### config.mk
export PLATFORM = sky130hd
export DESIGN_NAME = data_compare_seq
export DESIGN_NICKNAME = d
export VERILOG_FILES = /design/src/rtl/compare_pkg.sv /design/src/rtl/slice_compare.sv /design/src/rtl/data_compare_seq.sv
export SDC_FILE = /design/constraint.sdc
export NUM_CORES = 1
export LEC_CHECK = 0
export ABC_AREA = 1
export CAP_MARGIN = 0
export CORE_MARGIN = 3
export CORE_UTILIZATION = 31
export CTS_CLUSTER_DIAMETER = 150
export DETAILED_ROUTE_END_ITERATION = 8
export SLEW_MARGIN = 20
export SYNTH_ARGS = -nofsm -noshare
export SYNTH_HDL_FRONTEND = slang
export SYNTH_SLANG_ARGS = --single-unit
### constraint.sdc
create_clock -name iClk -period 2.3 [get_ports iClk]
set_input_delay 0.46 -clock iClk [delete_from_list [all_inputs] [get_ports iClk]]
set_output_delay 0.46 -clock iClk [all_outputs]
set_load 0.01 [all_outputs]
### src/rtl/compare_pkg.sv
// Shared definitions for the sliced magnitude comparator: one-hot result
// encoding {A>B, A<B, A=B} and the controller state type.
package compare_pkg;

    localparam logic [2:0] CMP_GT   = 3'b100;
    localparam logic [2:0] CMP_LT   = 3'b010;
    localparam logic [2:0] CMP_EQ   = 3'b001;
    localparam logic [2:0] CMP_NONE = 3'b000;

    typedef enum logic [0:0] {
        ST_IDLE    = 1'b0,
        ST_COMPARE = 1'b1
    } state_e;

    // Number of index bits needed to address n slices (at least one bit).
    function automatic int idx_width(input int n);
        int w;
        w = 1;
        while ((1 << w) < n) begin
            w = w + 1;
        end
        return w;
    endfunction

endpackage

### src/rtl/slice_compare.sv
// Purely combinational unsigned compare of one operand slice; equality is
// implied when neither gt nor lt is set.
module slice_compare #(
    parameter int SLICE = 4
) (
    input  logic [SLICE-1:0] a,
    input  logic [SLICE-1:0] b,
    output logic             gt,
    output logic             lt
);

    assign gt = (a > b);
    assign lt = (a < b);

endmodule

### src/rtl/data_compare_seq.sv
// Multi-cycle cascadable magnitude comparator: walks the operands one slice
// per cycle from the most-significant end and stops on the first difference.
module data_compare_seq
    import compare_pkg::*;
#(
    parameter int WIDTH = 16,
    parameter int SLICE = 4
) (
    input  logic             iClk,
    input  logic             iRst,
    input  logic             iStart,
    input  logic             iMode,
    input  logic [WIDTH-1:0] iData_a,
    input  logic [WIDTH-1:0] iData_b,
    input  logic [2:0]       iData,
    output logic             oBusy,
    output logic             oDone,
    output logic [2:0]       oData
);

    localparam int NSLICE = WIDTH / SLICE;
    localparam int IDX_W  = idx_width(NSLICE);
    localparam logic [IDX_W-1:0] IDX_TOP  = IDX_W'(NSLICE - 1);
    localparam logic [IDX_W-1:0] IDX_ZERO = {IDX_W{1'b0}};
    localparam logic [IDX_W-1:0] IDX_ONE  = IDX_W'(1);

    state_e           state_r;
    state_e           state_n_s;
    logic [IDX_W-1:0] k_r;
    logic [IDX_W-1:0] k_n_s;
    logic [WIDTH-1:0] a_r;
    logic [WIDTH-1:0] b_r;
    logic [2:0]       casc_r;
    logic             mode_r;
    logic             done_r;
    logic             done_n_s;
    logic [2:0]       data_r;
    logic [2:0]       data_n_s;
    logic             load_s;

    logic [WIDTH-1:0] a_eff_s;
    logic [WIDTH-1:0] b_eff_s;
    logic [SLICE-1:0] a_sl_s [NSLICE];
    logic [SLICE-1:0] b_sl_s [NSLICE];
    logic [SLICE-1:0] a_cur_s;
    logic [SLICE-1:0] b_cur_s;
    logic             gt_s;
    logic             lt_s;

    // Signed mode: flipping both sign bits turns two's-complement order into unsigned order.
    always_comb begin
        a_eff_s = a_r;
        b_eff_s = b_r;
        a_eff_s[WIDTH-1] = a_r[WIDTH-1] ^ mode_r;
        b_eff_s[WIDTH-1] = b_r[WIDTH-1] ^ mode_r;
    end

    for (genvar s = 0; s < NSLICE; s++) begin : g_slices
        assign a_sl_s[s] = a_eff_s[s*SLICE +: SLICE];
        assign b_sl_s[s] = b_eff_s[s*SLICE +: SLICE];
    end

    // Slice multiplexer driven by the current slice index.
    always_comb begin
        a_cur_s = a_sl_s[k_r];
        b_cur_s = b_sl_s[k_r];
    end

    slice_compare #(
        .SLICE (SLICE)
    ) u_slice_compare (
        .a  (a_cur_s),
        .b  (b_cur_s),
        .gt (gt_s),
        .lt (lt_s)
    );

    // Next-state, index and result logic for the IDLE/COMPARE controller.
    always_comb begin
        state_n_s = state_r;
        k_n_s     = k_r;
        done_n_s  = 1'b0;
        data_n_s  = data_r;
        load_s    = 1'b0;
        case (state_r)
            ST_IDLE: begin
                if (iStart) begin
                    load_s    = 1'b1;
                    k_n_s     = IDX_TOP;
                    state_n_s = ST_COMPARE;
                end else begin
                    state_n_s = ST_IDLE;
                end
            end
            ST_COMPARE: begin
                if (gt_s) begin
                    data_n_s  = CMP_GT;
                    done_n_s  = 1'b1;
                    state_n_s = ST_IDLE;
                end else if (lt_s) begin
                    data_n_s  = CMP_LT;
                    done_n_s  = 1'b1;
                    state_n_s = ST_IDLE;
                end else if (k_r == IDX_ZERO) begin
                    // All slices equal: the less-significant stage decides, passed verbatim.
                    data_n_s  = casc_r;
                    done_n_s  = 1'b1;
                    state_n_s = ST_IDLE;
                end else begin
                    k_n_s     = k_r - IDX_ONE;
                    state_n_s = ST_COMPARE;
                end
            end
            default: begin
                state_n_s = ST_IDLE;
                k_n_s     = IDX_ZERO;
                data_n_s  = CMP_NONE;
            end
        endcase
    end

    // Controller state, slice index and registered outputs.
    always_ff @(posedge iClk) begin
        if (iRst) begin
            state_r <= ST_IDLE;
            k_r     <= IDX_ZERO;
            done_r  <= 1'b0;
            data_r  <= CMP_NONE;
        end else begin
            state_r <= state_n_s;
            k_r     <= k_n_s;
            done_r  <= done_n_s;
            data_r  <= data_n_s;
        end
    end

    // Operand, cascade and mode capture on an accepted start.
    always_ff @(posedge iClk) begin
        if (iRst) begin
            a_r    <= {WIDTH{1'b0}};
            b_r    <= {WIDTH{1'b0}};
            casc_r <= CMP_NONE;
            mode_r <= 1'b0;
        end else if (load_s) begin
            a_r    <= iData_a;
            b_r    <= iData_b;
            casc_r <= iData;
            mode_r <= iMode;
        end else begin
            a_r    <= a_r;
            b_r    <= b_r;
            casc_r <= casc_r;
            mode_r <= mode_r;
        end
    end

    assign oBusy = (state_r == ST_COMPARE);
    assign oDone = done_r;
    assign oData = data_r;

endmodule
# Yosys cells after proc, flatten, opt, wreduce, memory -nomap -nowiden
# Index checks and enable logic that the tools add are counted.
[op_classes]
n_eq_ne = 4
n_reduce_logical = 5
addsub = 1
order_cmp = 3
bitwise = 4
mux = 23
[ops]
columns = ["cell", "n"]
rows = [
  ["$bmux 4 s2", 2],
  ["$mux 4", 4],
  ["$mux 3", 3],
  ["$mux 1", 8],
  ["$mux 2", 4],
  ["$ne 2x2->1 const B", 4],
  ["$gt 4x4->1", 1],
  ["$lt 4x4->1", 1],
  ["$pmux 2 s2", 1],
  ["$reduce_and 4->1", 1],
  ["$ge 3x3->1 const B", 1],
  ["$not 2->3", 1],
  ["$reduce_bool 3->1", 1],
  ["$logic_not 2->1", 1],
  ["$pmux 1 s2", 1],
  ["$reduce_and 2->1", 1],
  ["$reduce_or 2->1", 1],
  ["$sub 2x1->2 const B", 1],
  ["$xor 1x1->1", 2],
  ["$not 1->1", 1],
]
[word_totals]
reg_bits = 43
elab_cells = 48
inputBits = 39

# Longest topological paths before layout
# Gate-level depths: netlist of run 1.
[logic_depth]
ltp_word = 8
mapped_depth = 15

# Modules after synthesis
# A second synthesis of run 1 with hierarchy kept.
[hier_totals]
hier_cells = 268
area_unflattened_um2 = 1985.7
[by_module_without_submodules]
columns = ["mod", "area_per_inst_um2", "instances", "seq_area_each_um2", "cells_per_inst"]
rows = [
  ["data_compare_seq", 1870.5, 1, 860.8, 248],
  ["slice_compare", 115.1, 1, 0.0, 20],
]

# Worst setup path before layout of run 1
# No wires, ideal clock.
[synth_timing]
kind = "reg2reg"
startpoint = "register k_r[0]"
endpoint = "register data_r[2], in the netlist oData[2]"
t_arrival_ps = 1801
path_stages_with_launch = 15
setup_slack_ps = 386
synth_period_minus_slack_ps = 1914
t_required_ps = 2187
n_path_buf = 2
cell_sequence = "dfxtp_1 buf_2 inv_2 buf_4 a21oi_1 a22oi_1 ha_1 nand2_1 inv_1 nand2_1 nand2_2 nand2_2 nand2_2 nand3_1 nand2_1"
[synth_between]
elab_chain_len = 7
[synth_rtl]
columns = ["item", "line", "source"]
rows = [
  ["start: declaration", "data_compare_seq.sv:29", "logic [IDX_W-1:0] k_r;"],
  ["start signal: assignment", "data_compare_seq.sv:131", "k_r <= k_n_s;"],
  ["$not 2->3 (not written as such)", "data_compare_seq.sv:65, data_compare_seq.sv:66", ""],
  ["$bmux 4 s2, on equally long branches", "data_compare_seq.sv:65, data_compare_seq.sv:66", ""],
  ["$mux 4, on equally long branches (2 in a row)", "data_compare_seq.sv:65, data_compare_seq.sv:66", ""],
  ["$gt 4x4->1 or $lt 4x4->1 (tied branches)", "slice_compare.sv:12, slice_compare.sv:13", ""],
  ["$reduce_bool 3->1 (no line) or $mux 3 (tied branches)", "--", ""],
  ["$reduce_and 2->1 (no line) or $mux 3 (tied branches)", "--", ""],
  ["end signal: assignment", "data_compare_seq.sv:133", "data_r <= data_n_s;"],
  ["end: declaration", "data_compare_seq.sv:37", "logic [2:0] data_r;"],
]
# Several ways; a longest one is shown, not always the timed one. The select of a mux whose other input is x is not followed.
# A chain may end at the register's enable or synchronous reset.

# Worst setup path after layout of run 1
[layout_timing]
startpoint = "register k_r[0]"
endpoint = "register data_r[1], in the netlist oData[1]"
# Same word-level chain as after synthesis.

==> impl_metrics.ini, run 1 <==
[synth]
syn_area_per_cell_um2 = 7.32
yosysSeqAreaShare = 0.452
synthSimpleGateAreaFrac = 0.260
synth_fa_ha_area_frac = 0.0329
synthFlopType = dfxtp_1
synth.area.mux_share = 0
synth-compound-area-share = 0.183
synth-seq-cells = 43
synth_nets = 304
yosysTopAreaCell = dfxtp_1
synth.most_common_cell = nor2_1
yosysWarnings = 0
synthTopCellsByArea = dfxtp_1 45%, nor2_1 17%, o21ai_0 12%
yosys.area.top_type_share = 0.452
synth_edf_count = 0
synth_xor_area_frac = 0.00460
syn_area_mm2 = 0.00190
synth_cell_types = 23
synth_top_cells_by_count = 84 x nor2_1, 44 x o21ai_0, 43 x dfxtp_1
async_flop_share = 0
synth_cells = 260
synth_top_family_by_area = simple AND/OR/NAND/NOR gates

[clocking]
cts_setup_buffers = 0
clkTransAtPathRegs_ns = 0.07
h-tree-depth = 2
clock_path_buffers = 2
clock-sinks = 43
clk_latency_ns = 0.29
cts_tree = built
cts_root_buffer = clkbuf_8
numCtsBuffers = 5

[sta]
hold_viol = 0
period_share = 0.868
fmax_mhz = 501
maxSlewHeadroom = 0.794
tightest_slew_ns = 0.308
fin_tns_setup_ns = 0
slew_viol_final = 0
fin_ws_ns = 0.304
min_period_ns = 2.00
rsz0062_at_grt = no
finalSetupViolCount = 0
clock-skew-final_ns = 0.00508

[cells_and_area]
syn_to_final_growth_pct = 29.8
instances_no_fill = 374
antenna_cells = 0
finalNetCount = 347
drive_gt1_frac = 0.0695
stdcell_area_mm2 = 0.00247

[global_routing]
track_usage = 0.134
overflow = 0
antenna_found_initial = 0
grt_pass1_wl_um = 7910
grt_max_degree = 23
grt_pass1_vias = 1740

[place]
place_inst = 368
dp_hpwl_um = 3210
placed_area_mm2 = 0.00240
place_congestion = 0.844
post-place-ws_ns = 0.283
portBuffers = 43

[worst_setup_path]
crit_required_ns = 2.49
end_kind = flop
cp-start-kind = flop
critPathArrivalTime_ns = 2.19
crit_path_max_fanout = 11
critPathKind = reg2reg

[power_and_ir_drop]
max-vdd-ir-drop_v = 0.000233
p_per_area_mw_per_mm2 = 662
power_uw = 1640
leakage_uw = 0.00103

[outcome]
status = completed

[floorplanning]
core_mm2 = 0.00571
floorplan.initialDensity = 0.333
die_area_mm2 = 0.00711
die_h_um = 84.4
die_w_um = 84.4
num_io_pins = 44
row_count = 27

[drt]
drtIter0Drc = 76
routed_wl_um = 4380
ant_nets = 0
drc = 0
drtPass1Iterations = 4
vias = 1737
wire_per_inst_um = 11.7
via_per_inst = 4.64

[hold_path]
hp-class = reg2reg

[job]
maxCapViolCount = 0
==> per-layer routing <==
layer	wire length (um)	vias up	global-route usage
li1	-	936	-
met1	2160	763	0.182
met2	2010	35	0.209
met3	175	3	0.0285
met4	26	0	0.0518
met5	0	-	0
==> power by group <==
| group | internal, uW | leakage (uW) | switching (uW) | total [uW] |
|---|---|---|---|---|
| combinational | 173 | 0.000636 | 192 | 364 |
| clock | 202 | 0.0000371 | 229 | 431 |
| sequential | 804 | 0.000356 | 36.4 | 841 |
| total | 1180 | 0.00103 | 457 | 1640 |
==> path summary, 6_finish.rpt <==
check | end | slack, ns | start | cells after the start
hold reg to reg | casc_r[1] | 0.46 | casc_r[1] | 2
setup / recovery | oData[1] | 0.30 | k_r[0] | 13
hold / removal | casc_r[1] | 0.46 | casc_r[1] | 2
setup reg to reg | oData[1] | 0.30 | k_r[0] | 13
==> cells in the final DEF (no fill, tap or decap), drive strengths merged <==
master | synthesis | layout
a21oi | 11 | 11
a32o | 3 | 3
buf | 11 | 8
ha | 5 | 5
inv | 11 | 11
o21ai | 46 | 46
clkbuf | 4 | 6
nand3 | 7 | 7
clkdlybuf4s50 | 0 | 43
xnor2 | 1 | 1
o21a | 1 | 1
a22oi | 1 | 1
nand2 | 24 | 24
nand4 | 3 | 3
o22ai | 3 | 3
nor2 | 85 | 85
dfxtp | 43 | 43
nor3 | 1 | 1
==> repair_timing <==
item	4_1_cts	5_1_grt
endpoints found under the setup margin	0	2
hold buffers	0	0
resized for setup	0	1
==> per-stage QoR <==
stage / hold WS [ns] / util
4_1_cts: 0.469 / 0.433
2_1_floorplan: 0.425 / -
3_5_place_dp: 0.459 / 0.420
5_1_grt: 0.494 / 0.433
3_3_place_gp: 0.453 / 0.420
6_report: 0.465 / 0.433
==> critical path, stage by stage (launching register included) <==
cell and delay (ns):
dfxtp_1 0.38, buf_4 0.19, nor2_1 0.07, o21ai_0 0.16, o21ai_0 0.12, ha_1 0.30, nand2_1 0.13, inv_1 0.07
nand2_1 0.07, nand2_2 0.09, nand2_2 0.11, nand2_2 0.07, nand3_1 0.08, nand2_1 0.05
==> state kept, by name, indices dropped and copies added (netlist names) <==
name,cells
a_r,16
b_r,16
casc_r,3
oData,3
k_r,2
mode_r,1
oBusy,1
oDone,1
==> cells by family after synthesis <==
family / after synthesis
compound gates: 65
xor+xnor: 1
fa+ha+maj: 5
buf+inv: 26
flops: 43
simple gates: 120
==> layout make-up <==
type	instances	area [um2]
Timing Repair Buffer	51	490
Multi-Input combinational cell	191	915
Sequential cell	43	861
Inverter	11	41.3
Fill cell	613	3240
Tap cell	72	90.1
Clock buffer	6	72.6
Power figures use the tool's default switching activity.
==> run 2, diff against run 1 <==
--- a/config.mk
+++ b/config.mk
@@ -5,7 +5,6 @@
 export SDC_FILE = /design/constraint.sdc
 export NUM_CORES = 1
 export LEC_CHECK = 0
-export ABC_AREA = 1
 export CAP_MARGIN = 0
 export CORE_MARGIN = 3
 export CORE_UTILIZATION = 31
==> constraint.sdc (replaced) <==
create_clock -name iClk -period 2.4 [get_ports iClk]
set_input_delay 0.48 -clock iClk [delete_from_list [all_inputs] [get_ports iClk]]
set_output_delay 0.48 -clock iClk [all_outputs]
set_load 0.01 [all_outputs]
==> run 2 against run 1 <==
Power increased by 9.6%. Sequential share of layout area decreased by 1.9 points. Synthesized cell count decreased by 13%. Worst setup slack got worse by 0.26 ns. Critical path depth decreased by 6. Critical endpoint is now k_r[0]. Largest cell class unchanged.
==> impl_metrics.ini, run 2 <==
[cells_and_area]
top_regs = a_r: 16 flops, b_r: 16 flops
antenna_cells = 0
postLayoutCoreUtil = 0.457
instances_no_fill = 348
finalNetCount = 319
mostFrequentLayoutCell = nand2_1
drive_gt1_frac = 0.149
nFillCells = 604
final_cell_mix = 74 x nand2_1, 43 x clkdlybuf4s50_1, 42 x dfxtp_1
syn_to_final_growth_pct = 37.6

[sta]
rsz0062_at_grt = yes
period_share = 0.983
min_period_ns = 2.36
maxSlewHeadroom = 0.743
tightest_slew_ns = 0.384
fin_tns_setup_ns = 0
hold_viol = 0
fmax_mhz = 424
finalSetupViolCount = 0
slew_viol_final = 0
clock-skew-final_ns = 0.00671

[job]
maxCapViolCount = 0

[drt]
drc = 0
routed_wl_um = 4400
vias = 1635
wire_per_inst_um = 12.6
ant_nets = 0
drtPass1Iterations = 6
via_per_inst = 4.70
drtIter0Drc = 104

[synth]
synth_top_family_by_area = simple AND/OR/NAND/NOR gates
yosysWarnings = 0
synth_cells = 227
synth_top_cells_by_count = 74 x nand2_1, 43 x dfxtp_1, 41 x a21oi_1
syn_area_per_cell_um2 = 8.41
synth_fa_ha_area_frac = 0.0328
yosys.area.top_type_share = 0.451
syn_area_mm2 = 0.00191
synth_nets = 271
yosysTopAreaCell = dfxtp_1
synth_edf_count = 0
synth_xor_area_frac = 0.00918
synth_cell_types = 30
synthFlopType = dfxtp_1
synthTopCellsByArea = dfxtp_1 45%, nand2_1 15%, a21oi_1 11%
synthSimpleGateAreaFrac = 0.193
synth-compound-area-share = 0.163
async_flop_share = 0
synth.most_common_cell = nand2_1
yosysSeqAreaShare = 0.451
synth.area.mux_share = 0.0944
synth-seq-cells = 43

[clocking]
clk_latency_ns = 0.30
hold_buffers = 0
clkTransAtPathRegs_ns = 0.08
cts_root_buffer = clkbuf_8
cts_tree = built
h-tree-depth = 2
clock_path_buffers = 2
numCtsBuffers = 5
clock-sinks = 43

[global_routing]
grt_pass1_vias = 1519
grt_max_degree = 26
overflow = 0
track_usage = 0.125
antenna_found_initial = 0
grt_pass1_wl_um = 7230

[floorplanning]
floorplan.initialDensity = 0.332
num_io_pins = 44
die_h_um = 84.5
die_area_mm2 = 0.00713
die_w_um = 84.5
core_mm2 = 0.00574
row_count = 27

[hold_path]
worstHoldStart = a_r[12]
hp-class = reg2reg

[place]
portBuffers = 43
place_congestion = 0.828
place_inst = 339
dp_hpwl_um = 3250

[power_and_ir_drop]
max-vdd-ir-drop_v = 0.000263
p_per_area_mw_per_mm2 = 683
leakage_uw = 0.000976

[worst_setup_path]
crit_required_ns = 2.59
cp-start-kind = flop
startpoint = k_r[0]
critPathKind = reg2reg
critPathArrivalTime_ns = 2.55
crit_path_max_fanout = 5
r2r_start = k_r[0]
end_kind = flop

[outcome]
status = completed
==> run 2: cell types whose count changed after synthesis, sizes merged, moves of 3 or more <==
cell / change
o21ai: -43
nand2b: +3
mux4: +8
clkbuf: +4
o22ai: -3
nor2: -79
nand3: -6
buf: -3
nand2: +51
a21oi: +30
==> run 2: cell type report <==
cell class                      instances  area [um2]  area share
Clock buffer                            5        68.8      0.0262
Clock inverter                          3        20.0     0.00762
Inverter                               10        37.5      0.0143
Multi-Input combinational cell        158        1000       0.382
Sequential cell                        43         865       0.329
Tap cell                               72        90.1      0.0343
Timing Repair Buffer                   57         543       0.207
==> run 2: cells by family (layout without fill, tap and decap cells) <==
family | after synthesis | after routing
muxes | 8 | 8
xor gates and xnor gates | 2 | 2
AOI/OAI and AO/OA | 53 | 53
buffers and inverters | 26 | 75
DFF | 43 | 43
adders and majority gates | 5 | 5
and+or+nand+nor | 90 | 90
==> run 2: power by group <==
| group | leakage [uW] | switching (uW) | total [uW] | internal [uW] |
|---|---|---|---|---|
| clock network | 0.0000402 | 258 | 461 | 203 |
| registers | 0.000354 | 39.8 | 806 | 767 |
| logic | 0.000582 | 233 | 525 | 292 |
==> run 2: final timing paths <==
kind | end | slack, ns | cells past startpoint
max reg2reg | k_r[0] | 0.04 | 7
min reg2reg | a_r[12] | 0.46 | 2
min | a_r[12] | 0.46 | 2
max | k_r[0] | 0.04 | 7
==> run 2: through the flow <==
| stage | instance area [um2] | total power, uW | hold WS [ns] | setup WS [ns] |
|---|---|---|---|---|
| 6_report | 2630 | 1790 | 0.456 | 0.0406 |
| 5_1_grt | 2630 | 1900 | 0.472 | -0.0541 |
| 4_1_cts | 2550 | 1740 | 0.458 | 0.00879 |
| 3_5_place_dp | 2460 | 1280 | 0.445 | -0.0499 |
| 3_3_place_gp | 2460 | 1270 | 0.442 | 0.0539 |
| 2_1_floorplan | 1910 | 1090 | 0.433 | 0.0347 |
==> run 2: what timing repair did <==
item / CTS / global route
setup endpoints to repair: 4 / 6
pin swaps: 1 / 5
setup buffers: 0 / 1
resized for setup: 1 / 8
gates cloned: 0 / 0
==> run 2: layer usage <==
layer / GRT usage / vias to the layer above / wire length, um
met1: 0.177 / 733 / 2120
met3: 0.0373 / 9 / 224
met2: 0.179 / 36 / 1990
met5: 0 / - / 0
li1: - / 857 / -
met4: 0.0446 / 0 / 66
==> run 2: worst max-delay path, stage by stage, from the launching register on <==
cell,delay (ns)
dfxtp_4,0.39
buf_6,0.12
mux4_2,0.53
ha_4,0.32
nand4_4,0.12
a311oi_4,0.39
nand2_2,0.12
a32o_1,0.27
==> run 3, diff against run 2 <==
--- a/config.mk
+++ b/config.mk
@@ -7,9 +7,10 @@
 export LEC_CHECK = 0
 export CAP_MARGIN = 0
 export CORE_MARGIN = 3
-export CORE_UTILIZATION = 31
+export CORE_UTILIZATION = 45
 export CTS_CLUSTER_DIAMETER = 150
 export DETAILED_ROUTE_END_ITERATION = 8
+export PLACE_DENSITY = 0.73
 export SLEW_MARGIN = 20
 export SYNTH_ARGS = -nofsm -noshare
 export SYNTH_HDL_FRONTEND = slang
==> run 3 against run 2 <==
Global-route usage is 5.7 points higher. Sequential share of layout area fell by 0.12 points. Power increased by 6.7%. Clock power is 25% higher. Final area increased by 0.38%. Clock skew rose by 0.0032 ns.
==> impl_metrics.ini, run 3 (synthesized netlist as in run 2, its figures left out) <==
[outcome]
status = completed

[place]
dp_hpwl_um = 3150
portBuffers = 43
place_inst = 317
post-place-ws_ns = -0.0100
place_congestion = 0.854

[power_and_ir_drop]
switching_share = 0.271
leakage_uw = 0.000999
power_uw = 1910
pwr-share-comb = 0.281
switching_power_uw = 518
p_seq_frac = 0.419
p_per_area_mw_per_mm2 = 725
power_frac_clock = 0.300
power.internal_uw = 1390
max-vdd-ir-drop_v = 0.000369

[clocking]
numCtsBuffers = 5
cts_root_buffer = clkbuf_8
hold_buffers = 0
cts_tree = built
clock-sinks = 43
h-tree-depth = 2
clk_latency_ns = 0.29
clock_path_buffers = 2
clkTransAtPathRegs_ns = 0.08

[cells_and_area]
top_regs = a_r: 16 flops, b_r: 16 flops
mostFrequentLayoutCell = nand2_1
syn_to_final_growth_pct = 38.2
antenna_cells = 0
drive_gt1_frac = 0.152
finalNetCount = 319
instances_no_fill = 326
multiInputGateArea_mm2 = 0.00101
seqCellArea_um2 = 865
nFillCells = 347
final_cell_mix = 74 x nand2_1, 43 x clkdlybuf4s50_1, 42 x dfxtp_1
postLayoutCoreUtil = 0.650

[drt]
ant_nets = 0
vias = 1668
routed_wl_um = 4400
drtPass1Iterations = 4
drtIter0Drc = 61
drc = 0
wire_per_inst_um = 13.5
via_per_inst = 5.12

[floorplanning]
core_mm2 = 0.00406
die_h_um = 71.1
die_area_mm2 = 0.00506
num_io_pins = 44
row_count = 23
floorplan.initialDensity = 0.470
die_w_um = 71.1

[worst_setup_path]
reg2reg_depth = 8
critPathArrivalTime_ns = 2.51
crit_path_end = oBusy
crit_required_ns = 2.61
r2r_setup_slack_ns = 0.10
startpoint = k_r[0]
critPathKind = reg2reg
crit_path_max_fanout = 5
r2r-end = oBusy
cp-start-kind = flop
end_kind = flop
r2r_start = k_r[0]

[sta]
period_share = 0.958
fmax_mhz = 435
maxSlewHeadroom = 0.609
min_period_ns = 2.30
clock-skew-final_ns = 0.00986
slew_viol_final = 0
hold-worst-slack_ns = 0.454
hold_viol = 0
finalSetupViolCount = 0
fin_ws_ns = 0.102
tightest_slew_ns = 0.585

[global_routing]
overflow = 0
antenna_found_initial = 0
grt_max_degree = 37
grt_pass1_wl_um = 7290
track_usage = 0.181
grt_pass1_vias = 1645

[hold_path]
hp-class = reg2reg

[job]
maxCapViolCount = 0
run 3: timing repair:
action / in CTS / in global routing
gates cloned: 0 / 0
setup endpoints to repair: 1 / 7
pin swaps: 1 / 3
endpoints found under the hold margin: 0 / 0
buffers inserted: 0 / 1
gates resized for setup: 1 / 7
run 3: area by class of cell:
class / count / area share
Sequential cell: 43 / 0.328
Tap cell: 50 / 0.0237
Clock buffer: 6 / 0.0313
Inverter: 10 / 0.0142
Multi-Input combinational cell: 158 / 0.382
Timing Repair Buffer: 57 / 0.208
Clock inverter: 2 / 0.0133
run 3: worst max-delay path: stages, from the launching register on:
cell	delay [ns]
dfxtp_4	0.38
buf_4	0.14
mux4_2	0.53
ha_4	0.31
nand2b_1	0.11
a311oi_4	0.35
nand2_2	0.13
buf_4	0.16
a21oi_1	0.13
run 3: per-stage QoR:
stage | area [um2] | setup TNS [ns]
2_1_floorplan | 1910 | 0
3_3_place_gp | 2440 | 0
3_5_place_dp | 2440 | -0.0100
4_1_cts | 2560 | 0
5_1_grt | 2640 | -0.00301
6_report | 2640 | 0
run 3: worst min path at each step:
| stage | endpoint | cells past startpoint | startpoint |
|---|---|---|---|
| global route | a_r[5] | 2 | a_r[5] |
| global placement | b_r[6] | 2 | b_r[6] |
| detailed placement | a_r[13] | 2 | a_r[13] |
| floorplan | a_r[10] | 2 | a_r[10] |
| CTS | a_r[0] | 2 | a_r[0] |
| finish | a_r[12] | 2 | a_r[12] |
run 3: power by group through the flow:
stage	logic (uW)	registers, uW	clock network (uW)
floorplan	291	804	0
global placement	467	816	0
detailed placement	478	818	0
CTS	481	802	584
global route	586	810	607
finish	536	802	574
run 3: layer usage:
layer / vias to the layer above / global-route usage / share of wire / wire [um]
met5: - / 0 / 0 / 0
met1: 780 / 0.221 / 0.44 / 1950
li1: 856 / - / - / -
met4: 0 / 0.0710 / 0.016 / 72
met2: 25 / 0.318 / 0.52 / 2280
met3: 7 / 0.0313 / 0.024 / 105
